$ cat src/rtl/mips_ctrl_pkg.sv
// Shared encodings for the multi-cycle MIPS control path: opcodes, functs, ALU selects, mux codes, FSM states.
// Latency: n/a (constants, types and a pure decode function only).
// Backpressure: n/a.
package mips_ctrl_pkg;

    // Opcodes (IR[31:26])
    localparam logic [5:0] OP_RTYPE = 6'b000000;
    localparam logic [5:0] OP_ORI   = 6'b001101;
    localparam logic [5:0] OP_ADDI  = 6'b001000;
    localparam logic [5:0] OP_LUI   = 6'b001111;
    localparam logic [5:0] OP_LW    = 6'b100011;
    localparam logic [5:0] OP_SW    = 6'b101011;
    localparam logic [5:0] OP_BEQ   = 6'b000100;
    localparam logic [5:0] OP_J     = 6'b000010;

    // R-type function codes (IR[5:0])
    localparam logic [5:0] FN_ADDU = 6'b100001;
    localparam logic [5:0] FN_SUBU = 6'b100011;
    localparam logic [5:0] FN_SLT  = 6'b101010;

    // ALU select codes, shared with the ALU
    localparam logic [2:0] ALU_ADDU = 3'b000;
    localparam logic [2:0] ALU_SUBU = 3'b001;
    localparam logic [2:0] ALU_OR   = 3'b010;
    localparam logic [2:0] ALU_SLT  = 3'b011;
    localparam logic [2:0] ALU_ADDV = 3'b100;
    localparam logic [2:0] ALU_LUI  = 3'b101;

    // ALU B-operand mux
    localparam logic [1:0] SRCB_REGB    = 2'b00;
    localparam logic [1:0] SRCB_FOUR    = 2'b01;
    localparam logic [1:0] SRCB_IMM     = 2'b10;
    localparam logic [1:0] SRCB_IMM_SH2 = 2'b11;

    // PC source mux
    localparam logic [1:0] PCSRC_ALU    = 2'b00;
    localparam logic [1:0] PCSRC_ALUOUT = 2'b01;
    localparam logic [1:0] PCSRC_JUMP   = 2'b10;

    typedef enum logic [3:0] {
        S_FETCH, S_DECODE, S_EXEC_R, S_WB_R, S_EXEC_I, S_WB_I, S_MEM_ADDR,
        S_MEM_RD, S_WB_MEM, S_MEM_WR, S_BRANCH, S_JUMP, S_HALT
    } state_e;

    // Pure state-decoded (Moore) datapath controls
    typedef struct packed {
        logic       mem_req;
        logic       mem_we;
        logic       iord;
        logic       alu_src_a;
        logic [1:0] alu_src_b;
        logic [1:0] pc_src;
        logic       reg_we;
        logic       reg_dst;
        logic       mem_to_reg;
    } ctrl_t;

    function automatic ctrl_t moore_ctrl(input state_e s);
        ctrl_t c;
        c = '0;
        case (s)
            S_FETCH:    begin c.mem_req = 1'b1; c.alu_src_b = SRCB_FOUR; c.pc_src = PCSRC_ALU; end
            S_DECODE:   c.alu_src_b = SRCB_IMM_SH2;
            S_EXEC_R:   begin c.alu_src_a = 1'b1; c.alu_src_b = SRCB_REGB; end
            S_WB_R:     begin c.reg_we = 1'b1; c.reg_dst = 1'b1; end
            S_EXEC_I:   begin c.alu_src_a = 1'b1; c.alu_src_b = SRCB_IMM; end
            S_WB_I:     c.reg_we = 1'b1;
            S_MEM_ADDR: begin c.alu_src_a = 1'b1; c.alu_src_b = SRCB_IMM; end
            S_MEM_RD:   begin c.mem_req = 1'b1; c.iord = 1'b1; end
            S_WB_MEM:   begin c.reg_we = 1'b1; c.mem_to_reg = 1'b1; end
            S_MEM_WR:   begin c.mem_req = 1'b1; c.mem_we = 1'b1; c.iord = 1'b1; end
            S_BRANCH:   begin c.alu_src_a = 1'b1; c.alu_src_b = SRCB_REGB; c.pc_src = PCSRC_ALUOUT; end
            S_JUMP:     c.pc_src = PCSRC_JUMP;
            default:    c = '0;
        endcase
        return c;
    endfunction

endpackage

$ cat src/rtl/mc_ctrl_fsm_alu_sel_dec.sv
// ALU select / immediate-extension decode from (state, opcode, funct).
// Latency: combinational, zero cycles.
// Backpressure: none; pure function of its inputs.
module alu_sel_dec
    import mips_ctrl_pkg::*;
(
    input  state_e     state_i,
    input  logic [5:0] opcode_i,
    input  logic [5:0] funct_i,
    output logic [2:0] alu_sel_o,
    output logic       ext_zero_o
);

    // Only the execute and branch states need a non-add operation
    always_comb begin
        alu_sel_o  = ALU_ADDU;
        ext_zero_o = 1'b0;
        case (state_i)
            S_EXEC_R: begin
                case (funct_i)
                    FN_SUBU: alu_sel_o = ALU_SUBU;
                    FN_SLT:  alu_sel_o = ALU_SLT;
                    default: alu_sel_o = ALU_ADDU;
                endcase
            end
            S_EXEC_I: begin
                case (opcode_i)
                    OP_ORI:  begin alu_sel_o = ALU_OR; ext_zero_o = 1'b1; end
                    OP_ADDI: alu_sel_o = ALU_ADDV;
                    OP_LUI:  alu_sel_o = ALU_LUI;
                    default: alu_sel_o = ALU_ADDU;
                endcase
            end
            S_BRANCH: alu_sel_o = ALU_SUBU;
            default:  alu_sel_o = ALU_ADDU;
        endcase
    end

endmodule

$ cat src/rtl/mc_ctrl_fsm.sv
// Multi-cycle MIPS control FSM: drives datapath muxes/enables and the memory req/ready handshake.
// Latency: R/I-type 4, lw 5, sw 4, beq 3, j 3 cycles; each memory wait cycle adds one.
// Backpressure: FETCH/MEM_RD/MEM_WR hold mem_req, iord and mem_we steady until mem_ready.
module mc_ctrl_fsm
    import mips_ctrl_pkg::*;
#(
    parameter int ALUSEL_W = 3,
    parameter int CNT_W    = 32
) (
    input  logic                clk,
    input  logic                rst_n,
    input  logic [5:0]          opcode,
    input  logic [5:0]          funct,
    input  logic                mem_ready,
    input  logic                alu_zero,
    input  logic                alu_ovf,
    output logic                mem_req,
    output logic                mem_we,
    output logic                iord,
    output logic                ir_we,
    output logic                pc_we,
    output logic [1:0]          pc_src,
    output logic                alu_src_a,
    output logic [1:0]          alu_src_b,
    output logic                ext_zero,
    output logic [ALUSEL_W-1:0] alu_sel,
    output logic                reg_we,
    output logic                reg_dst,
    output logic                mem_to_reg,
    output logic                halted,
    output logic [CNT_W-1:0]    retired
);

    state_e              state_q, state_d;
    ctrl_t               ctrl_q, ctrl_d;
    logic [ALUSEL_W-1:0] alu_sel_q;
    logic                ext_zero_q;
    logic                halted_q;
    logic [CNT_W-1:0]    retired_q;
    logic                retire;
    logic [2:0]          alu_sel_d;
    logic                ext_zero_d;

    // Next state, retirement strobe and the Moore controls for the next state.
    // FETCH only completes once its own request is visible (mem_req_q), so the
    // first cycle after reset release always presents the request first.
    always_comb begin
        state_d = state_q;
        retire  = 1'b0;
        case (state_q)
            S_FETCH:  if (ctrl_q.mem_req && mem_ready) state_d = S_DECODE;
            S_DECODE: begin
                case (opcode)
                    OP_RTYPE: state_d = (funct == FN_ADDU || funct == FN_SUBU || funct == FN_SLT)
                                        ? S_EXEC_R : S_HALT;
                    OP_ORI, OP_ADDI, OP_LUI: state_d = S_EXEC_I;
                    OP_LW, OP_SW:            state_d = S_MEM_ADDR;
                    OP_BEQ:                  state_d = S_BRANCH;
                    OP_J:                    state_d = S_JUMP;
                    default:                 state_d = S_HALT;
                endcase
            end
            S_EXEC_R:   state_d = S_WB_R;
            S_EXEC_I:   state_d = (opcode == OP_ADDI && alu_ovf) ? S_HALT : S_WB_I;
            S_MEM_ADDR: state_d = (opcode == OP_LW) ? S_MEM_RD : S_MEM_WR;
            S_MEM_RD:   if (mem_ready) state_d = S_WB_MEM;
            S_MEM_WR:   if (mem_ready) begin state_d = S_FETCH; retire = 1'b1; end
            S_WB_R, S_WB_I, S_WB_MEM, S_BRANCH, S_JUMP: begin
                state_d = S_FETCH;
                retire  = 1'b1;
            end
            S_HALT:     state_d = S_HALT;
            default:    state_d = S_HALT;
        endcase
        ctrl_d = moore_ctrl(state_d);
    end

    alu_sel_dec u_alu_sel_dec (
        .state_i    (state_d),
        .opcode_i   (opcode),
        .funct_i    (funct),
        .alu_sel_o  (alu_sel_d),
        .ext_zero_o (ext_zero_d)
    );

    // State register with registered Moore outputs; reset clears every output at once
    always_ff @(posedge clk or negedge rst_n) begin
        if (!rst_n) begin
            state_q    <= S_FETCH;
            ctrl_q     <= '0;
            alu_sel_q  <= '0;
            ext_zero_q <= 1'b0;
            halted_q   <= 1'b0;
            retired_q  <= '0;
        end else begin
            state_q    <= state_d;
            ctrl_q     <= ctrl_d;
            alu_sel_q  <= ALUSEL_W'(alu_sel_d);
            ext_zero_q <= ext_zero_d;
            halted_q   <= halted_q | (state_d == S_HALT);
            if (retire) retired_q <= retired_q + CNT_W'(1);
        end
    end

    // Enables that follow mem_ready / alu_zero within the same cycle
    always_comb begin
        ir_we = 1'b0;
        pc_we = 1'b0;
        case (state_q)
            S_FETCH: begin
                ir_we = ctrl_q.mem_req & mem_ready;
                pc_we = ctrl_q.mem_req & mem_ready;
            end
            S_BRANCH: pc_we = alu_zero;
            S_JUMP:   pc_we = 1'b1;
            default:  pc_we = 1'b0;
        endcase
    end

    assign mem_req    = ctrl_q.mem_req;
    assign mem_we     = ctrl_q.mem_we;
    assign iord       = ctrl_q.iord;
    assign pc_src     = ctrl_q.pc_src;
    assign alu_src_a  = ctrl_q.alu_src_a;
    assign alu_src_b  = ctrl_q.alu_src_b;
    assign reg_we     = ctrl_q.reg_we;
    assign reg_dst    = ctrl_q.reg_dst;
    assign mem_to_reg = ctrl_q.mem_to_reg;
    assign alu_sel    = alu_sel_q;
    assign ext_zero   = ext_zero_q;
    assign halted     = halted_q;
    assign retired    = retired_q;

endmodule

$ cat config.mk
export PLATFORM = sky130hd
export DESIGN_NAME = mc_ctrl_fsm
export DESIGN_NICKNAME = d
export VERILOG_FILES = /design/src/rtl/mips_ctrl_pkg.sv /design/src/rtl/mc_ctrl_fsm_alu_sel_dec.sv /design/src/rtl/mc_ctrl_fsm.sv
export SDC_FILE = /design/constraint.sdc
export NUM_CORES = 1
export LEC_CHECK = 0
export ABC_AREA = 1
export CAP_MARGIN = 20
export CORE_MARGIN = 1
export CORE_UTILIZATION = 56
export CTS_BUF_LIST = sky130_fd_sc_hd__clkbuf_2 sky130_fd_sc_hd__clkbuf_4 sky130_fd_sc_hd__clkbuf_8
export DETAILED_ROUTE_END_ITERATION = 8
export HOLD_SLACK_MARGIN = 0.05
export PLACE_DENSITY = 0.87
export SYNTH_ARGS = -nofsm -noshare
export SYNTH_HDL_FRONTEND = slang
export SYNTH_SLANG_ARGS = --single-unit
export TNS_END_PERCENT = 100
$ cat constraint.sdc
create_clock -name clk -period 2.2 [get_ports clk]
set_clock_uncertainty 0.05 [all_clocks]
set_input_delay 0.22 -clock clk [delete_from_list [all_inputs] [get_ports clk]]
set_output_delay 0.22 -clock clk [all_outputs]
set_load 0.05 [all_outputs]
======== Word level (Yosys, flattened, before mapping) ========
Cells that the tools add are included.
W data, S select, Z words.
storage, ports and cells
  bits in registers ....................... 52
  output and inout port bits .............. 50
  word-level logic and storage cells ...... 91
operators by class
  $add $sub $neg .......................... 1
  eq/ne operators ......................... 33
  multiplexer cells ....................... 26
  bitwise operators ....................... 2
  reduce and logical (&&, ||, !) cells .... 15
operator list
  cell                     count
  $eq A4 B4 Y1 const B     9
  $add A32 B1 Y32 const B  1
  $eq A4 B3 Y1 const B     8
  $pmux W4 S8              1
  $eq A6 B6 Y1 const B     5
  $mux W4                  6
  $pmux W4 S5              1
  $eq A6 B4 Y1 const B     3
  $pmux W3 S3              2
  $eq A4 B2 Y1 const B     4
  $mux W1                  11
  $reduce_or A3 Y1         3
  $eq A4 B1 Y1 const B     2
  $logic_not A4 Y1         2
  $pmux W2 S2              2
  $eq A6 B2 Y1 const B     1
  $eq A6 B3 Y1 const B     1
  $logic_not A6 Y1         1
  $pmux W2 S3              1
  $reduce_or A2 Y1         3
  $reduce_or A5 Y1         1
  $reduce_or A4 Y1         1
  $pmux W1 S3              1
  $logic_and A1 B1 Y1      2
  other kinds (4)          5

======== Logic depth before layout (Yosys ltp) ========
Gate-level depths: netlist of run 1.
  depth in word-level cells ............... 9
  gate-level depth with buffers ........... 13
  gate-level depth less buffers ........... 13

======== Cells and area by module ========
A second synthesis of run 1 with hierarchy kept.
unflattened totals
  cells, all modules ...................... 399
  area total of the unflattened synthesis .. 2,994.1 sq um
by module, submodules not included
  module       times used  cells an instance  area each (sq um)
  mc_ctrl_fsm  1           361                2,820.2
  alu_sel_dec  1           38                 173.9

======== Worst setup path before layout of run 1 ========
Ideal clock, no wire load.
  path type ............................... reg-to-output
  start ................................... register ctrl_q, in the netlist mem_req
  end ..................................... output port pc_we
  arrival ................................. 2.589 ns
  setup slack ............................. -0.659 ns
  stages on the path, launching flop included .. 5
  path buffers ............................ 0
  cells stage by stage .................... dfrtp_1 > nand2_1 > nor3_1 > inv_1 > o31ai_1
on the way
  word-level cells in the longest chain between the ends .. 2
RTL lines
  element                 line                RTL
  from (decl)             mc_ctrl_fsm.sv:35   ctrl_t ctrl_q, ctrl_d;
  from (signal assigned)  mc_ctrl_fsm.sv:97   ctrl_q <= ctrl_d;
  $and A1 B1 Y1           mc_ctrl_fsm.sv:112  pc_we = ctrl_q.mem_req & mem_ready;
  $pmux W1 S3             mc_ctrl_fsm.sv:109  case (state_q)
  to (decl)               mc_ctrl_fsm.sv:21   output logic pc_we,
No other way between the ends.

======== Final worst setup path of run 1 ========
  start ................................... register retired_q[17] (netlist: retired[17])
  end ..................................... output port retired[17]
RTL lines
  element                 line                RTL
  from (decl)             mc_ctrl_fsm.sv:39   logic [CNT_W-1:0] retired_q;
  from (signal assigned)  mc_ctrl_fsm.sv:101  if (retire) retired_q <= retired_q + CNT_W'(1);
  to (decl)               mc_ctrl_fsm.sv:31   output logic [CNT_W-1:0] retired
No word-level cell between the ends.

==> results.ini, run 1 <==
[finish]
largest_reg_flops = 32
final_cells = 538
final_cell_mix = 102 x nand2_1, 63 x clkdlybuf4s50_1, 62 x inv_1, 52 x dfrtp_1, 46 x nor2_1
drive_above_1_share = 0.103
areaGrowthSynthToFinish_pct = 29.5
nFillCells = 403
utilization = 0.755
antenna_cells = 0
nets = 485
layout_commonest_cell = nand2_1

[floorplan]
io_pins = 67
die-area_um2 = 5650
rows = 26
initial_utilization = 0.583
fp.dieH_um = 75.2
core_um2 = 5140
die_w_um = 75.2

[critical_path]
critPathKind = register to output pin
r2r_setup_slack_ps = 370
critPathTopFamily = buffers and inverters
cp_max_fo = 7
critPathRequiredTime_ps = 1930
cp_cell_sequence = clkdlybuf4s50_1
cpPeakStageDelay_ps = 860
crit_slowest_cell = clkdlybuf4s50_1
crit_buf_inv = 1
cp-start-kind = register
arrival_ps = 1700
endpoint_kind = output pin

[cts]
ctsResizeCount = 0
cts.sinks = 52
cts_tree = done
cts_buffers = 5
cts_buffer_depth = 2
htree_levels = 2
clk_pin_slew_ps = 110
clk_latency_ps = 310
cts_root_buf = clkbuf_8
cts_setup_buffers = 0

[timing]
slew_headroom = 0.588
drv_slew = 0
hold_viol = 0
finalCritPeriodShare = 0.897
period_needed_ps = 1970
rsz0062_at_grt = false
fin_setup_tns_ps = 0
finalSetupViolCount = 0
worst_slew_pin_slew_ps = 619
max_freq_mhz = 507

[power_and_ir_drop]
p_switching_w = 0.00158
internal-power_w = 0.00184
ir_worst_vdd_mv = 0.618
clkPwrFrac = 0.166
p_per_area_nw_per_um2 = 880
pwr-share-seq = 0.363
switching_share = 0.462
cellLeakagePower_nw = 1.86
power_frac_comb = 0.472

[run]
drv_cap = 0

[routing]
antenna_left = 0
route.detailed.drc = 0
firstDrtPassIters = 5
vias_per_cell = 5.21
route.detailed.wl_per_inst_um = 13.2
drt-total-wl_um = 7100
drtIter0Drc = 271
routed-via-count = 2803

[grt]
grt_pass1_wl_um = 11800
gr-total-overflow = 0
grt_pass1_vias = 2659
track_usage = 0.277
grt_max_degree = 28
antenna_found_initial = 0

[logic_synthesis]
yosysSeqAreaShare = 0.434
syn_area_um2 = 3000
syn_avg_cell_area_um2 = 7.61
syn-num-nets = 412
ys_ff_latch = 52
ys_types = 29
synth-warning-count = 0
synthCells = 394

[outcome]
outcome = completed

[placed_design]
place.gp.congestion = 0.926
dpl.hpwl_um = 5690
dp.cells = 529
port_buffers = 66

[worst_hold_path]
holdCritPathClass = primary input to asynchronous set/reset pin

==> metal layers <==
layer / up-vias / GRT usage / share of wire
met5: - / 0 / 0
met4: 0 / 0.0864 / 0.014
met3: 12 / 0.0549 / 0.062
met2: 104 / 0.441 / 0.47
met1: 1315 / 0.385 / 0.45
li1: 1372 / - / -
==> cells by family (layout without fill, tap and decap cells) <==
group           count (synthesis)  in the layout  share of synthesized area
compound gates                 11             11                     0.0246
flops                          52             52                      0.434
xor+xnor                       30             30                     0.0877
buf+inv                        70            144                     0.0923
simple gates                  230            230                      0.357
fa+ha+maj                       1              1                    0.00417
==> cell usage after synthesis <==
cell type  count  share of area
o31ai_1        1         0.0025
nand4_2        1         0.0042
o21bai_1       1         0.0025
a21oi_4        1         0.0054
nor2_2         9          0.019
nand2_1      102           0.13
nor3_2         6          0.020
o21ai_0        6          0.010
and2_1         1         0.0021
inv_1         62          0.078
nor3_4         1         0.0054
buf_6          1         0.0038
dfrtp_1       52           0.43
nand3b_1       2         0.0050
buf_4          1         0.0025
buf_2          1         0.0017
xnor2_1        9          0.026
nand2_2        9          0.019
inv_2          4         0.0050
o21ai_1        1         0.0017
nand3_1       24          0.040
nor2_1        46          0.058
nand4_1       13          0.027
nor3_1        14          0.023
nand3_2        2         0.0067
xor2_1        21          0.061
o211ai_1       1         0.0025
ha_1           1         0.0042
clkinv_2       1         0.0017
==> power groups by stage <==
stage,logic (W),registers [W],clock network (W)
after CTS,0.00161,0.00124,0.000575
after global placement,0.00156,0.00125,0
after detailed placement,0.00161,0.00125,0
after global routing,0.00175,0.00126,0.000616
final,0.00161,0.00124,0.000566
after floorplan,0.000758,0.00163,0
==> layout make-up <==
class | count | area [µm²] | area share
sequential | 52 | 1300 | 0.335
inverter | 67 | 253 | 0.0651
multi-input combinational | 272 | 1430 | 0.369
timing repair buffer | 69 | 713 | 0.184
clock buffer | 5 | 68.8 | 0.0177
clock inverter | 3 | 26.3 | 0.00677
tap | 70 | 87.6 | 0.0226
==> final timing paths <==
path | from | to | cells after the start
hold / removal | rst_n | retired[11] | 2
max in group asynchronous | rst_n | mem_req | 3
hold reg to reg | halted | halted | 1
setup reg to reg | retired[0] | retired[18] | 8
min in group clk | halted | halted | 1
setup / recovery | retired[17] | retired[17] | 1
==> per-stage QoR <==
stage          cell area [µm²]  total power [W]  hold WS, ps  setup WS [ps]
2_1_floorplan             3010          0.00238         -126           72.9
3_3_place_gp              3770          0.00281          216            299
3_5_place_dp              3770          0.00286          218            221
4_1_cts                   3880          0.00342          423            238
5_1_grt                   3880          0.00363          471            161
6_report                  3880          0.00341          402            227
==> timing repair <==
action / 4_1_cts / 5_1_grt
setup endpoints to repair: 0 / 0
hold buffers: 1 / 0
endpoints found under the hold margin: 26 / 0
No activity file was read; power rests on OpenSTA's default activity.
==> run 2: changes to the inputs <==
--- a/config.mk
+++ b/config.mk
@@ -11,6 +11,7 @@
 export CORE_UTILIZATION = 56
 export CTS_BUF_LIST = sky130_fd_sc_hd__clkbuf_2 sky130_fd_sc_hd__clkbuf_4 sky130_fd_sc_hd__clkbuf_8
 export DETAILED_ROUTE_END_ITERATION = 8
+export GPL_TIMING_DRIVEN = 0
 export HOLD_SLACK_MARGIN = 0.05
 export PLACE_DENSITY = 0.87
 export SYNTH_ARGS = -nofsm -noshare
==> results.ini, run 2 (synthesis results as in run 1) <==
[timing]
period_needed_ps = 1970  ; about the same
whs_ps = 316  ; was 402 ps
worst_slew_pin_slew_ps = 521  ; was 619 ps
layout_setup_ws_ps = 234  ; was 227 ps
max_freq_mhz = 509  ; was 507 MHz
finalSetupViolCount = 0  ; unchanged
drv_slew = 0  ; unchanged
hold_viol = 0  ; unchanged
finalCritPeriodShare = 0.894  ; was 0.897
slew_headroom = 0.650  ; was 0.588
rsz0062_at_grt = false  ; unchanged

[power_and_ir_drop]
p_switching_w = 0.00159  ; was 0.00158 W
switching_share = 0.450  ; was 0.462
clkPwrFrac = 0.182  ; was 0.166
internal-power_w = 0.00195  ; was 0.00184 W
power_frac_comb = 0.469  ; was 0.472
p_per_area_nw_per_um2 = 912  ; was 880 nW/µm²
ir_worst_vdd_mv = 0.707  ; was 0.618 mV
pwr-share-seq = 0.349  ; was 0.363
cellLeakagePower_nw = 1.87  ; was 1.86 nW

[floorplan]
core_um2 = 5140  ; unchanged
die-area_um2 = 5650  ; unchanged
die_w_um = 75.2  ; unchanged
io_pins = 67  ; unchanged
fp.dieH_um = 75.2  ; unchanged
rows = 26  ; unchanged
initial_utilization = 0.583  ; unchanged

[critical_path]
cp-start-kind = register  ; unchanged
crit_slowest_cell = dlygate4sd2_1  ; was clkdlybuf4s50_1
cpPeakStageDelay_ps = 550  ; was 860 ps
endpoint_kind = output pin  ; unchanged
critPathTopFamily = buffers and inverters  ; unchanged
arrival_ps = 1700  ; about the same
crit_buf_inv = 2  ; was 1
critPathKind = register to output pin  ; unchanged
critPathRequiredTime_ps = 1930  ; about the same
cp_max_fo = 4  ; was 7
cp_cell_sequence = inv_2 > nand2_2 > nor3_4 > dlygate4sd2_1  ; was clkdlybuf4s50_1

[grt]
antenna_found_initial = 0  ; unchanged
track_usage = 0.273  ; was 0.277
grt_pass1_vias = 2563  ; was 2,659
grt_max_degree = 35  ; was 28
gr-total-overflow = 0  ; unchanged
grt_pass1_wl_um = 11700  ; was 11,800 µm

[cts]
htree_levels = 2  ; unchanged
cts_buffers = 5  ; unchanged
clk_pin_slew_ps = 90  ; was 110 ps
cts_buffer_depth = 2  ; unchanged
cts_root_buf = clkbuf_8  ; unchanged
cts_setup_buffers = 0  ; unchanged
cts_tree = done  ; unchanged
cts.sinks = 52  ; unchanged
clk_latency_ps = 300  ; was 310 ps

[finish]
drive_above_1_share = 0.104  ; was 0.103
ff_latch_area_um2 = 1300  ; unchanged
final_area_um2 = 3890  ; was 3880 µm²
antenna_cells = 0  ; unchanged
layout_commonest_cell = nand2_1  ; unchanged
nets = 487  ; was 485
largest_reg_flops = 32  ; unchanged
final_cell_mix = 102 x nand2_1, 63 x clkdlybuf4s50_1, 62 x inv_1, 52 x dfrtp_1, 46 x nor2_1  ; unchanged
areaGrowthSynthToFinish_pct = 29.7  ; was 29.5%
multi_input_area_um2 = 1430  ; unchanged
nFillCells = 420  ; was 403
utilization = 0.756  ; was 0.755

[placed_design]
dpl-instance-area_um2 = 3770  ; about the same
dpl.hpwl_um = 5410  ; was 5690 µm
place.gp.congestion = 0.920  ; was 0.926
port_buffers = 66  ; unchanged
dpl_worst_slack_ps = -220  ; was 221 ps

[outcome]
outcome = completed  ; unchanged

[routing]
route.detailed.wl_per_inst_um = 13.0  ; was 13.2 µm
drt-total-wl_um = 7020  ; was 7100 µm
routed-via-count = 2804  ; was 2,803
antenna_left = 0  ; unchanged
vias_per_cell = 5.19  ; was 5.21
route.detailed.drc = 0  ; unchanged
firstDrtPassIters = 5  ; unchanged
drtIter0Drc = 272  ; was 271

[worst_hold_path]
holdCritPathClass = primary input to asynchronous set/reset pin  ; unchanged

[run]
drv_cap = 0  ; unchanged

## run 2: power by group through the flow
stage	Combinational (W)	Sequential, W	Clock [W]
2_1_floorplan	0.000758	0.00163	0
3_3_place_gp	0.00161	0.00124	0
3_5_place_dp	0.00165	0.00125	0
4_1_cts	0.00166	0.00123	0.000657
5_1_grt	0.00179	0.00125	0.000698
6_report	0.00166	0.00124	0.000646
## run 2: worst paths after layout
check                      cells after the start  slack (ps)     endpoint  startpoint
max                                            4         230        ir_we  state_q[3]
min                                            2         320   retired[1]       rst_n
max reg2reg                                    8         400  retired[18]  retired[0]
min reg2reg                                    1         470       halted      halted
max in group asynchronous                      3        1280   alu_sel[2]       rst_n
min in group clk                               1         470       halted      halted
## run 2: timing repair
item                                    in CTS  in global routing
endpoints found under the setup margin       2                  1
hold buffers                                 1                  0
endpoints found under the hold margin       18                  0
resized for setup                            2                  3
## run 2: per-stage QoR
step	TNS [ps]	power, W	instances
2_1_floorplan	0	0.00238	394
3_3_place_gp	-29120	0.00285	530
3_5_place_dp	-235	0.00291	531
4_1_cts	0	0.00355	540
5_1_grt	0	0.00374	540
6_report	0	0.00354	540
## run 2: layer usage
metal	share of wire	GRT usage	up-vias
met1	0.46	0.393	1293
met2	0.46	0.425	119
met3	0.064	0.0522	16
met4	0.016	0.0700	0
li1	-	-	1376
met5	0	0	-
## run 2: cell type report
type	count	area share
plain buffers	3	0.00612
clock buffers	5	0.0177
clock inverters	3	0.0109
inverters	67	0.0650
multi-input cells	272	0.368
flip-flops and latches	52	0.335
well taps	70	0.0225
repair buffers	68	0.175
## run 2: worst reg2reg max path, delay by kind of cell (launching register included)
kind / cells / cell delay (ps)
buf+inv: 1 / 110
xor+xnor: 1 / 170
simple gates: 5 / 750
fa+ha+maj: 1 / 220
flops: 1 / 430
==> run 3: changes to the inputs <==
--- a/config.mk
+++ b/config.mk
@@ -8,12 +8,12 @@
 export ABC_AREA = 1
 export CAP_MARGIN = 20
 export CORE_MARGIN = 1
-export CORE_UTILIZATION = 56
+export CORE_UTILIZATION = 50
 export CTS_BUF_LIST = sky130_fd_sc_hd__clkbuf_2 sky130_fd_sc_hd__clkbuf_4 sky130_fd_sc_hd__clkbuf_8
 export DETAILED_ROUTE_END_ITERATION = 8
 export GPL_TIMING_DRIVEN = 0
 export HOLD_SLACK_MARGIN = 0.05
-export PLACE_DENSITY = 0.87
+export PLACE_DENSITY = 0.79
 export SYNTH_ARGS = -nofsm -noshare
 export SYNTH_HDL_FRONTEND = slang
 export SYNTH_SLANG_ARGS = --single-unit
==> constraint.sdc (replaced) <==
create_clock -name clk -period 2.2 [get_ports clk]
set_clock_uncertainty 0.05 [all_clocks]
set_input_delay 0.22 -clock clk [delete_from_list [all_inputs] [get_ports clk]]
set_output_delay 0.22 -clock clk [all_outputs]
set_load 0.1 [all_outputs]
==> results.ini, run 3 (synthesis results as in run 1) <==
[cts]
cts_tree = done  ; unchanged
htree_levels = 2  ; unchanged
cts.sinks = 52  ; unchanged
cts_root_buf = clkbuf_8  ; unchanged
cts_buffers = 5  ; unchanged
cts_buffer_depth = 2  ; unchanged
clk_pin_slew_ps = 100  ; was 90 ps
clk_latency_ps = 320  ; was 300 ps
cts_setup_buffers = 0  ; unchanged

[power_and_ir_drop]
clkPwrFrac = 0.143  ; was 0.182
switching_share = 0.531  ; was 0.450
power_frac_comb = 0.542  ; was 0.469
internal-power_w = 0.00185  ; was 0.00195 W
pwr-share-seq = 0.315  ; was 0.349
p_per_area_nw_per_um2 = 1010  ; was 912 nW/µm²
p_total_w = 0.00394  ; was 0.00354 W
p_switching_w = 0.00209  ; was 0.00159 W
cellLeakagePower_nw = 2.07  ; was 1.87 nW
ir_worst_vdd_mv = 1.18  ; was 0.707 mV

[placed_design]
port_buffers = 66  ; unchanged
dpl.hpwl_um = 5650  ; was 5410 µm
dpl_worst_slack_ps = -453  ; was -220 ps
place.gp.congestion = 0.900  ; was 0.920

[critical_path]
cp_max_fo = 4  ; unchanged
crit_slowest_cell = clkdlybuf4s50_1  ; was dlygate4sd2_1
arrival_ps = 1890  ; was 1700 ps
critPathTopFamily = buffers and inverters  ; unchanged
cp_cell_sequence = clkdlybuf4s50_1  ; was inv_2 > nand2_2 > nor3_4 > dlygate4sd2_1
critPathRequiredTime_ps = 1930  ; about the same
crit_buf_inv = 1  ; was 2
critPathKind = register to output pin  ; unchanged
cpPeakStageDelay_ps = 1170  ; was 550 ps
endpoint_kind = output pin  ; unchanged
cp-start-kind = register  ; unchanged

[grt]
grt_max_degree = 33  ; was 35
antenna_found_initial = 0  ; unchanged
grt_pass1_vias = 2528  ; was 2,563
track_usage = 0.244  ; was 0.273
gr-total-overflow = 0  ; unchanged
grt_pass1_wl_um = 11800  ; was 11,700 µm

[timing]
hold_viol = 0  ; unchanged
worst_slew_pin_slew_ps = 991  ; was 521 ps
drv_slew = 0  ; unchanged
fin_setup_tns_ps = 0  ; unchanged
period_needed_ps = 2160  ; was 1970 ps
layout_setup_ws_ps = 35.0  ; was 234 ps
slew_headroom = 0.337  ; was 0.650
finalSetupViolCount = 0  ; unchanged
rsz0062_at_grt = false  ; unchanged
finalCritPeriodShare = 0.984  ; was 0.894
max_freq_mhz = 462  ; was 509 MHz

[finish]
drive_above_1_share = 0.119  ; was 0.104
layout_commonest_cell = nand2_1  ; unchanged
nets = 487  ; unchanged
largest_reg_flops = 32  ; unchanged
antenna_cells = 0  ; unchanged
final_cell_mix = 101 x nand2_1, 61 x inv_1, 49 x dfrtp_1, 46 x nor2_1, 44 x clkdlybuf4s50_1  ; was 102 x nand2_1, 63 x clkdlybuf4s50_1, 62 x inv_1, 52 x dfrtp_1, 46 x nor2_1
areaGrowthSynthToFinish_pct = 30.5  ; was 29.7%
utilization = 0.693  ; was 0.756

[run]
drv_cap = 0  ; unchanged

[routing]
firstDrtPassIters = 4  ; was 5
antenna_left = 0  ; unchanged
routed-via-count = 2711  ; was 2,804
vias_per_cell = 5.00  ; was 5.19
drtIter0Drc = 240  ; was 272
drt-total-wl_um = 7140  ; was 7020 µm
route.detailed.drc = 0  ; unchanged
route.detailed.wl_per_inst_um = 13.2  ; was 13.0 µm

[worst_hold_path]
holdCritPathClass = primary input to asynchronous set/reset pin  ; unchanged

[floorplan]
core_um2 = 5640  ; was 5140 µm²
die-area_um2 = 6310  ; was 5650 µm²
fp.dieH_um = 79.4  ; was 75.2 µm
rows = 27  ; was 26
die_w_um = 79.4  ; was 75.2 µm
initial_utilization = 0.531  ; was 0.583
io_pins = 67  ; unchanged

[outcome]
outcome = completed  ; unchanged

[run 3: cell types whose count changed in the layout (fill, tap and decap cells not counted), moves of 2 or more]
cell / before / now
clkdlybuf4s50_1: 63 / 44
dlygate4sd2_1: 1 / 8
dfrtp_2: 0 / 2
dfrtp_1: 52 / 49
dlymetal6s2s_1: 0 / 11
[run 3: metal layers]
metal	track usage	up-vias	wire [µm]
met2	0.397	72	3380
li1	-	1366	-
met4	0.0582	0	75
met5	0	-	0
met1	0.340	1266	3320
met3	0.0411	7	370
[run 3: worst paths after layout]
kind,start,to,slack (ps),cells after the start
max in group asynchronous,rst_n,alu_sel[0],1230,3
hold / removal,rst_n,retired[2],340,2
min in group clk,halted,halted,460,1
setup / recovery,retired[12],retired[12],40,1
setup reg to reg,retired[14],retired[20],440,7
hold reg to reg,halted,halted,460,1
[run 3: area by class of cell]
class	instances	area, µm²
clock inverters	3	22.5
fillers	476	1730
inverters	67	253
clock buffers	5	68.8
plain buffers	3	23.8
multi-input cells	272	1450
repair buffers	68	699
well taps	72	90.1
flip-flops and latches	52	1310
[run 3: power by group through the flow]
stage          Sequential [W]  Clock (W)  Combinational, W
3_5_place_dp          0.00126          0           0.00215
2_1_floorplan         0.00207          0          0.000806
3_3_place_gp          0.00125          0           0.00211
6_report              0.00124   0.000565           0.00214
5_1_grt               0.00126   0.000611           0.00226
4_1_cts               0.00124   0.000580           0.00214
[run 3: timing repair]
item,CTS,global route
pin swaps,0,0
gates resized for setup,16,11
endpoints found under the setup margin,10,11
hold endpoints to repair,20,0
hold buffers,1,0
[run 3: per-stage QoR]
step | instance area, µm² | hold WS, ps | std cells
after floorplan | 3030 | -126 | 394
final | 3910 | 340 | 542
after global placement | 3780 | 436 | 532
after CTS | 3880 | 343 | 542
after global routing | 3910 | 388 | 542
after detailed placement | 3800 | 152 | 533
